==> config.mk <==
export PLATFORM = sky130hd
export DESIGN_NAME = gate_tester_flat
export DESIGN_NICKNAME = d
export VERILOG_FILES = /design/src/rtl/gate_tester_if.sv /design/src/rtl/gate_tester.sv /design/src/flat_wrapper.sv
export SDC_FILE = /design/constraint.sdc
export NUM_CORES = 1
export LEC_CHECK = 0
export ABC_AREA = 1
export CELL_PAD_IN_SITES_DETAIL_PLACEMENT = 1
export CELL_PAD_IN_SITES_GLOBAL_PLACEMENT = 1
export CORE_MARGIN = 2
export CORE_UTILIZATION = 47
export CTS_BUF_LIST = sky130_fd_sc_hd__clkbuf_8
export CTS_CLUSTER_SIZE = 20
export DETAILED_ROUTE_END_ITERATION = 10
export HOLD_SLACK_MARGIN = 0.12
export PLACE_DENSITY = 0.93
export SKIP_CTS_REPAIR_TIMING = 1
export SYNTH_ARGS = -nofsm -noshare
export SYNTH_HDL_FRONTEND = slang
export SYNTH_SLANG_ARGS = --single-unit
==> constraint.sdc <==
create_clock -name clk -period 2.26 [get_ports clk]
set_input_delay 0.339 -clock clk [delete_from_list [all_inputs] [get_ports clk]]
set_output_delay 0.339 -clock clk [all_outputs]
set_load 0.02 [all_outputs]
==> src/rtl/gate_tester_if.sv <==
// Signal bundle between the gate tester and its harness: run control, gate
// drive/response and the result outputs.
interface gate_tester_if;
  logic       start;
  logic       y;
  logic       a;
  logic       b;
  logic       busy;
  logic       done;
  logic       pass;
  logic [7:0] err_count;
  logic [3:0] fail_vec;

  // The tester drives the gate and reports results.
  modport master (
    input  start, y,
    output a, b, busy, done, pass, err_count, fail_vec
  );

  // The harness requests runs, returns the gate output and reads the results.
  modport slave (
    output start, y,
    input  a, b, busy, done, pass, err_count, fail_vec
  );
endinterface

==> src/rtl/gate_tester.sv <==
// Sweeps a 2-input gate through all four input vectors for PASSES sweeps and
// checks each response against the truth table TT (bit index = {a,b}).
module gate_tester #(
  parameter logic [3:0] TT     = 4'b1000,
  parameter int         SETTLE = 2,
  parameter int         PASSES = 4
) (
  input  logic                 clk,
  input  logic                 rst,
  gate_tester_if.master        bus
);

  typedef enum logic [1:0] {
    S_IDLE,
    S_SETTLE,
    S_SAMPLE
  } state_t;

  localparam logic [3:0] SETTLE_LOAD = 4'(SETTLE);
  localparam logic [7:0] LAST_PASS   = 8'(PASSES - 1);

  state_t     state_q, state_d;
  logic [3:0] settle_cnt;
  logic [1:0] idx;
  logic [7:0] pass_cnt;
  logic       a_q, b_q;
  logic       busy_q, done_q, pass_q;
  logic [7:0] err_q;
  logic [3:0] fail_q;

  logic       mismatch;
  logic       last_vec;
  logic [7:0] err_next;

  assign mismatch = bus.y ^ TT[{a_q, b_q}];
  assign last_vec = (idx == 2'd3) && (pass_cnt == LAST_PASS);
  assign err_next = (mismatch && err_q != 8'hFF) ? err_q + 8'd1 : err_q;

  // NOTE: state and datapath registers use non-blocking assignments so every
  // flop samples the pre-edge values of the others.
  always_ff @(posedge clk or posedge rst) begin
    if (rst) state_q <= S_IDLE;
    else     state_q <= state_d;
  end

  // NOTE: state_d gets its default first so no path through the case infers a latch.
  always_comb begin
    state_d = state_q;
    case (state_q)
      S_IDLE:   if (bus.start) state_d = S_SETTLE;
      S_SETTLE: if (settle_cnt == 4'd1) state_d = S_SAMPLE;
      S_SAMPLE: state_d = last_vec ? S_IDLE : S_SETTLE;
      default:  state_d = S_IDLE;
    endcase
  end

  always_ff @(posedge clk or posedge rst) begin
    if (rst) begin
      settle_cnt <= '0;
      idx        <= '0;
      pass_cnt   <= '0;
      a_q        <= 1'b0;
      b_q        <= 1'b0;
      busy_q     <= 1'b0;
      done_q     <= 1'b0;
      pass_q     <= 1'b0;
      err_q      <= '0;
      fail_q     <= '0;
    end else begin
      done_q <= 1'b0;
      case (state_q)
        S_IDLE: begin
          if (bus.start) begin
            idx        <= '0;
            pass_cnt   <= '0;
            a_q        <= 1'b0;
            b_q        <= 1'b0;
            err_q      <= '0;
            fail_q     <= '0;
            pass_q     <= 1'b0;
            busy_q     <= 1'b1;
            settle_cnt <= SETTLE_LOAD;
          end
        end
        S_SETTLE: settle_cnt <= settle_cnt - 4'd1;
        S_SAMPLE: begin
          err_q      <= err_next;
          settle_cnt <= SETTLE_LOAD;
          if (mismatch) fail_q[{a_q, b_q}] <= 1'b1;
          if (idx != 2'd3) begin
            idx        <= idx + 2'd1;
            {a_q, b_q} <= idx + 2'd1;
          end else if (!last_vec) begin
            pass_cnt   <= pass_cnt + 8'd1;
            idx        <= '0;
            {a_q, b_q} <= 2'b00;
          end else begin
            // Final vector: a/b keep 11, verdict includes this edge's compare.
            busy_q <= 1'b0;
            done_q <= 1'b1;
            pass_q <= (err_next == 8'd0);
          end
        end
        default: ;
      endcase
    end
  end

  assign bus.a         = a_q;
  assign bus.b         = b_q;
  assign bus.busy      = busy_q;
  assign bus.done      = done_q;
  assign bus.pass      = pass_q;
  assign bus.err_count = err_q;
  assign bus.fail_vec  = fail_q;

endmodule
==> src/flat_wrapper.sv <==
// flat-port wrapper written by rule: the top's interface ports become plain ports
module gate_tester_flat 
#(
  parameter logic [3:0] TT     = 4'b1000,
  parameter int         SETTLE = 2,
  parameter int         PASSES = 4
)
  (clk, rst, bus_start, bus_y, bus_a, bus_b, bus_busy, bus_done, bus_pass, bus_err_count, bus_fail_vec);
  gate_tester_if bus_i ();
  input  logic clk;
  input  logic rst;
  input wire logic [$bits(bus_i.start)-1:0] bus_start;
  input wire logic [$bits(bus_i.y)-1:0] bus_y;
  output wire logic [$bits(bus_i.a)-1:0] bus_a;
  output wire logic [$bits(bus_i.b)-1:0] bus_b;
  output wire logic [$bits(bus_i.busy)-1:0] bus_busy;
  output wire logic [$bits(bus_i.done)-1:0] bus_done;
  output wire logic [$bits(bus_i.pass)-1:0] bus_pass;
  output wire logic [$bits(bus_i.err_count)-1:0] bus_err_count;
  output wire logic [$bits(bus_i.fail_vec)-1:0] bus_fail_vec;
  assign bus_i.start = bus_start;
  assign bus_i.y = bus_y;
  assign bus_a = bus_i.a;
  assign bus_b = bus_i.b;
  assign bus_busy = bus_i.busy;
  assign bus_done = bus_i.done;
  assign bus_pass = bus_i.pass;
  assign bus_err_count = bus_i.err_count;
  assign bus_fail_vec = bus_i.fail_vec;
  gate_tester #(.TT(TT), .SETTLE(SETTLE), .PASSES(PASSES)) u_core (.clk(clk), .rst(rst), .bus(bus_i));
endmodule
=== After elaboration in Yosys (flattened, before gate mapping) ===
Index checks and enable logic that the tools add are counted.

* Eq/ne operators: 14
* Reductions and logical operators: 14
* Muxes and demuxes: 39
* Bitwise gates (word level): 2
* Add/sub/neg operators: 4
* $lt $le $gt $ge: 2

{| class="wikitable"
|+ Operator list
! operator !! number
|-
| $mux W8 || 4
|-
| $pmux W8 S2 || 2
|-
| $add A8 B1 Y8 const B || 2
|-
| $mux W1 || 15
|-
| $mux W4 || 3
|-
| $pmux W4 S3 || 1
|-
| $mux W2 || 5
|-
| $eq A8 B2 Y1 const B || 1
|-
| $logic_not A8 Y1 || 1
|-
| $ne A2 B2 Y1 const B || 4
|-
| $ne A8 B8 Y1 const B || 1
|-
| $pmux W1 S2 || 4
|-
| $pmux W4 S2 || 1
|-
| $reduce_and A4 Y1 || 2
|-
| $ne A2 B1 Y1 const B || 3
|-
| $pmux W2 S3 || 1
|-
| $reduce_and A2 Y1 || 3
|-
| $reduce_and A3 Y1 || 2
|-
| $eq A2 B2 Y1 const B || 2
|-
| $eq A4 B1 Y1 const B || 1
|-
| $or A4 B4 Y4 || 1
|-
| $pmux W2 S2 || 1
|-
| $sub A4 B1 Y4 const B || 1
|-
| $logic_and A1 B1 Y1 || 3
|-
| 11 further kinds || 11
|}

* Register bits after elaboration: 33
* Output and inout bits: 17
* Input port bits: 4

=== Logic depth before layout (Yosys ltp) ===
* Word-level depth: 9
* Depth in mapped cells: 12

=== Worst setup path after synthesis ===
OpenSTA, ideal clock, no wires.

* Kind: register to register
* Start point: register, netlist name u_core.bus.b
* End point: register u_core.pass_cnt[2]
* Library setup time: 0.074 ns
* Required time: 2.186 ns
* Period minus slack after synthesis: 1.609 ns
* Setup slack: 0.651 ns
* Stages on the path, launching flop included: 11
* Arrival time: 1.535 ns
* Cell sequence: dfrtp_1 -> ha_1 -> nand2_1 -> nor3_2 -> nand3_2 -> nand2_2 -> nand2_4 -> nand2_8 -> buf_12 -> nand2_1 -> o21ai_2

{| class="wikitable"
|+ RTL lines
! item !! line !! RTL
|-
| end signal: assignment || gate_tester.sv:94 || <nowiki>pass_cnt <= pass_cnt + 8'd1;</nowiki>
|-
| end: declaration || gate_tester.sv:25 || <nowiki>logic [7:0] pass_cnt;</nowiki>
|}

=== Final worst setup path ===
* Start point: register u_core.b_q (netlist: u_core.bus.b)
* End point: register u_core.pass_q (netlist: u_core.bus.pass)

* Longest elaborated chain between the ends: 9

{| class="wikitable"
|+ RTL lines
! item !! line !! RTL
|-
| start: declaration || gate_tester.sv:26 || <nowiki>logic a_q, b_q;</nowiki>
|-
| start signal: assignment || gate_tester.sv:92 || <nowiki>{a_q, b_q} <= idx + 2'd1;</nowiki>
|-
| $bmux W1 S2 || gate_tester.sv:35 || <nowiki>assign mismatch = bus.y ^ TT[{a_q, b_q}];</nowiki>
|-
| $mux W1 (not written as such) || gate_tester.sv:35 ||
|-
| $xor A1 B1 Y1 || gate_tester.sv:35 ||
|-
| $logic_and A1 B1 Y1 || gate_tester.sv:37 || <nowiki>assign err_next = (mismatch && err_q != 8'hFF) ? err_q + 8'd1 : err_q;</nowiki>
|-
| $mux W8 || gate_tester.sv:37 ||
|-
| $logic_not A8 Y1 || gate_tester.sv:101 || <nowiki>pass_q <= (err_next == 8'd0);</nowiki>
|-
| $mux W1 || gate_tester.sv:93 || <nowiki>end else if (!last_vec) begin</nowiki>
|-
| $mux W1 || gate_tester.sv:90 || <nowiki>if (idx != 2'd3) begin</nowiki>
|-
| $pmux W1 S2 || gate_tester.sv:71 || <nowiki>case (state_q)</nowiki>
|-
| end signal: assignment || gate_tester.sv:101 ||
|-
| end: declaration || gate_tester.sv:27 || <nowiki>logic busy_q, done_q, pass_q;</nowiki>
|}

No other way between the ends. The select of a mux whose other input is x is not followed.
A chain may end at the register's enable or synchronous reset.

==> run summary <==
synthesis warning total: 0
Sink Count: 31
DR iter-0 viols: 92
Worst-Margin Slew: 0.4204 ns
Final Power: 1858 uW
WP data arrival: 2.04 ns
core area: 0.003716 mm2
post-route ant nets: 0
crit path time final: 1.811 ns
drt pass-1 iters: 3
die area: 0.004458 mm2
CTS tree: yes
Power per Cell Area: 846.7 mW/mm2
Setup Skew: 0.006805 ns
CP required: 2.49 ns
Slew Limit Fails: 0
average wire per standard cell: 15.60 um
most common cell type on the critical path: nand2_1
clk_lat worst skew: 0.29 ns
final hold violation count: 0
Filler cells: 462
largest net degree at the start of global routing: 32
DRC viols: 0
first-pass GRT wire length: 7941 um
Layout area overhead: 18.51%
GP Congestion: 0.8273
final setup vio count: 0
unrepaired setup endpoints after global routing: false
global route overflow: 0
cell area after layout: 0.002195 mm2
Layout Cells excl Fill: 297
CP delay by family, top: simple AND/OR/NAND/NOR gates
critical path class: flop to flop
WP depth: 11
Avg Inst Size Synth: 8.304 um2
fraction of layout cells with a size suffix above 1: 15.66%
setup TNS: 0 ns
IO buf count: 20
Crit. End Element: flop
FF/Latch Area: 775.7 um2
multi-input logic area: 920.9 um2
routed via count: 1576
Die Ht: 66.77 um
Site Rows: 22
vias in the first global route: 1689
most common cell after layout, fill and taps aside: nand2_1
Post-Synthesis Cells: 223
routed wire length: 4633 um
Inserted Clock Buffers: 5
Synth Net Count: 235
cells on worst reg2reg path: 11
critical-path cell list: ha_1 > inv_2 > nand2_1 > nand2_2 > nor2_4 > nand3_1 > nand2_1 > nand3_1 > nor2_1 > nand2_1 > nand2_1
Yosys cell types: 33
crit-path max cell delay: 0.45 ns
asr flop ratio synth: 100.0%
CP max FO: 6
commonest cells after routing, fill and taps aside: nand2_1 (55), dfrtp_1 (31), inv_1 (26)
Slowest cell on crit path: dfrtp_1
IO Pins: 21
Hold Path Class: input port to asynchronous set/reset pin
WP buf/inv: 1
Max clock buf depth: 2
Max Cap Viol: 0
Worst setup SP type: flop
DP HPWL: 3380 um
Leak: 0.0009903 uW
Die W: 66.77 um
R2R Setup Slk: 0.45 ns
area post-placement: 0.002077 mm2
Via density: 5.306
Max VDD drop: 403.1 uV
clk slew on worst S/H paths: 0.07 ns
Post-synth EDFFs: 0
synthesis-stage register bit count: 31
overall routing resource usage: 24.54%
Period Utilization, post-route: 80.14%
sequential area share after synthesis: 41.89%
clk root buf: clkbuf_8
synthesized area: 0.001852 mm2
# diodes: 0
Slew HR: 71.97%
status: completed
CTS H-tree lvls: 2
Final #Nets: 260
cell total after placement: 289
fmax: 0.5522 GHz
Post-synth top flop: dfrtp_1
Initial Utilization: 49.83%
initial antenna violation count: 0
==> routing by layer <==
| layer | wire, um | vias to the layer above | global-route usage (%) |
|---|---|---|---|
| met2 | 2420 | 20 | 44.00 |
| met1 | 2026 | 780 | 28.37 |
| met3 | 117 | 8 | 6.250 |
| met5 | 0 | - | 0 |
| met4 | 69 | 0 | 7.908 |
| li1 | - | 768 | - |
==> area by class of cell <==
type | count | area share, %
clock inverters | 2 | 1.596
inverters | 30 | 5.131
clock buffers | 6 | 3.763
flip-flops and latches | 31 | 35.35
well taps | 48 | 2.737
multi-input cells | 159 | 41.96
repair buffers | 21 | 9.464
==> cell usage after synthesis, types with 2 or more instances <==
| master | count | area share, % |
|---|---|---|
| nand2_2 | 7 | 2.4 |
| inv_2 | 4 | 0.81 |
| ha_1 | 8 | 5.4 |
| nand2_1 | 55 | 11 |
| nor2_1 | 15 | 3.0 |
| xnor2_1 | 2 | 0.95 |
| or2_2 | 3 | 1.0 |
| a21oi_1 | 6 | 1.6 |
| inv_1 | 26 | 5.3 |
| nor2_2 | 2 | 0.68 |
| nand4_1 | 5 | 1.7 |
| or2_0 | 3 | 1.0 |
| buf_6 | 2 | 1.2 |
| xor2_1 | 4 | 1.9 |
| dfrtp_1 | 31 | 42 |
| o21ai_2 | 6 | 2.8 |
| nor2_4 | 3 | 1.8 |
| nand3_1 | 14 | 3.8 |
| o22ai_1 | 8 | 2.7 |
| o21ai_0 | 6 | 1.6 |
==> registers in the layout, summed over array words and instances (netlist names) <==
name                  cells
u_core.bus.err_count      8
u_core.pass_cnt           8
u_core.bus.fail_vec       4
u_core.settle_cnt         4
u_core.state_q            2
u_core.bus.a              1
u_core.bus.b              1
u_core.bus.busy           1
u_core.bus.done           1
u_core.bus.pass           1
==> worst paths after layout <==
kind,start,to
max,u_core.bus.b,u_core.bus.pass
min,rst,u_core.bus.busy
max reg2reg,u_core.bus.b,u_core.bus.pass
min reg2reg,u_core.bus.busy,u_core.bus.busy
max in group asynchronous,rst,u_core.pass_cnt[7]
min in group clk,u_core.bus.busy,u_core.bus.busy
==> where the power goes <==
part	switching (uW)	total, uW	leakage, uW	internal (uW)
registers	87.5	725	0.000420	637
clock network	225	582	0.0000612	357
logic	354	551	0.000509	197
==> metrics by stage <==
stage / setup slack (ns) / hold WS, ns / util (%)
6_report: 0.4489 / 0.4415 / 59.06
4_1_cts: 0.4426 / 0.4477 / 59.06
3_3_place_gp: 0.4574 / 0.4737 / 55.89
2_1_floorplan: 0.6510 / 0.4425 / -
5_1_grt: 0.3031 / 0.4807 / 59.06
3_5_place_dp: 0.3468 / 0.4920 / 55.89
==> tightest hold or removal path: stages <==
cell and delay (ns):
clkdlybuf4s50_1 0.40, inv_1 0.05, buf_4 0.37
==> kinds of logic after synthesis <==
group	share of synthesized area, %
xor+xnor	3.716
simple gates	31.01
fa+ha+maj	5.406
flops	41.89
buf+inv	8.378
compound gates	9.595
No activity file was read; power rests on OpenSTA's default activity.
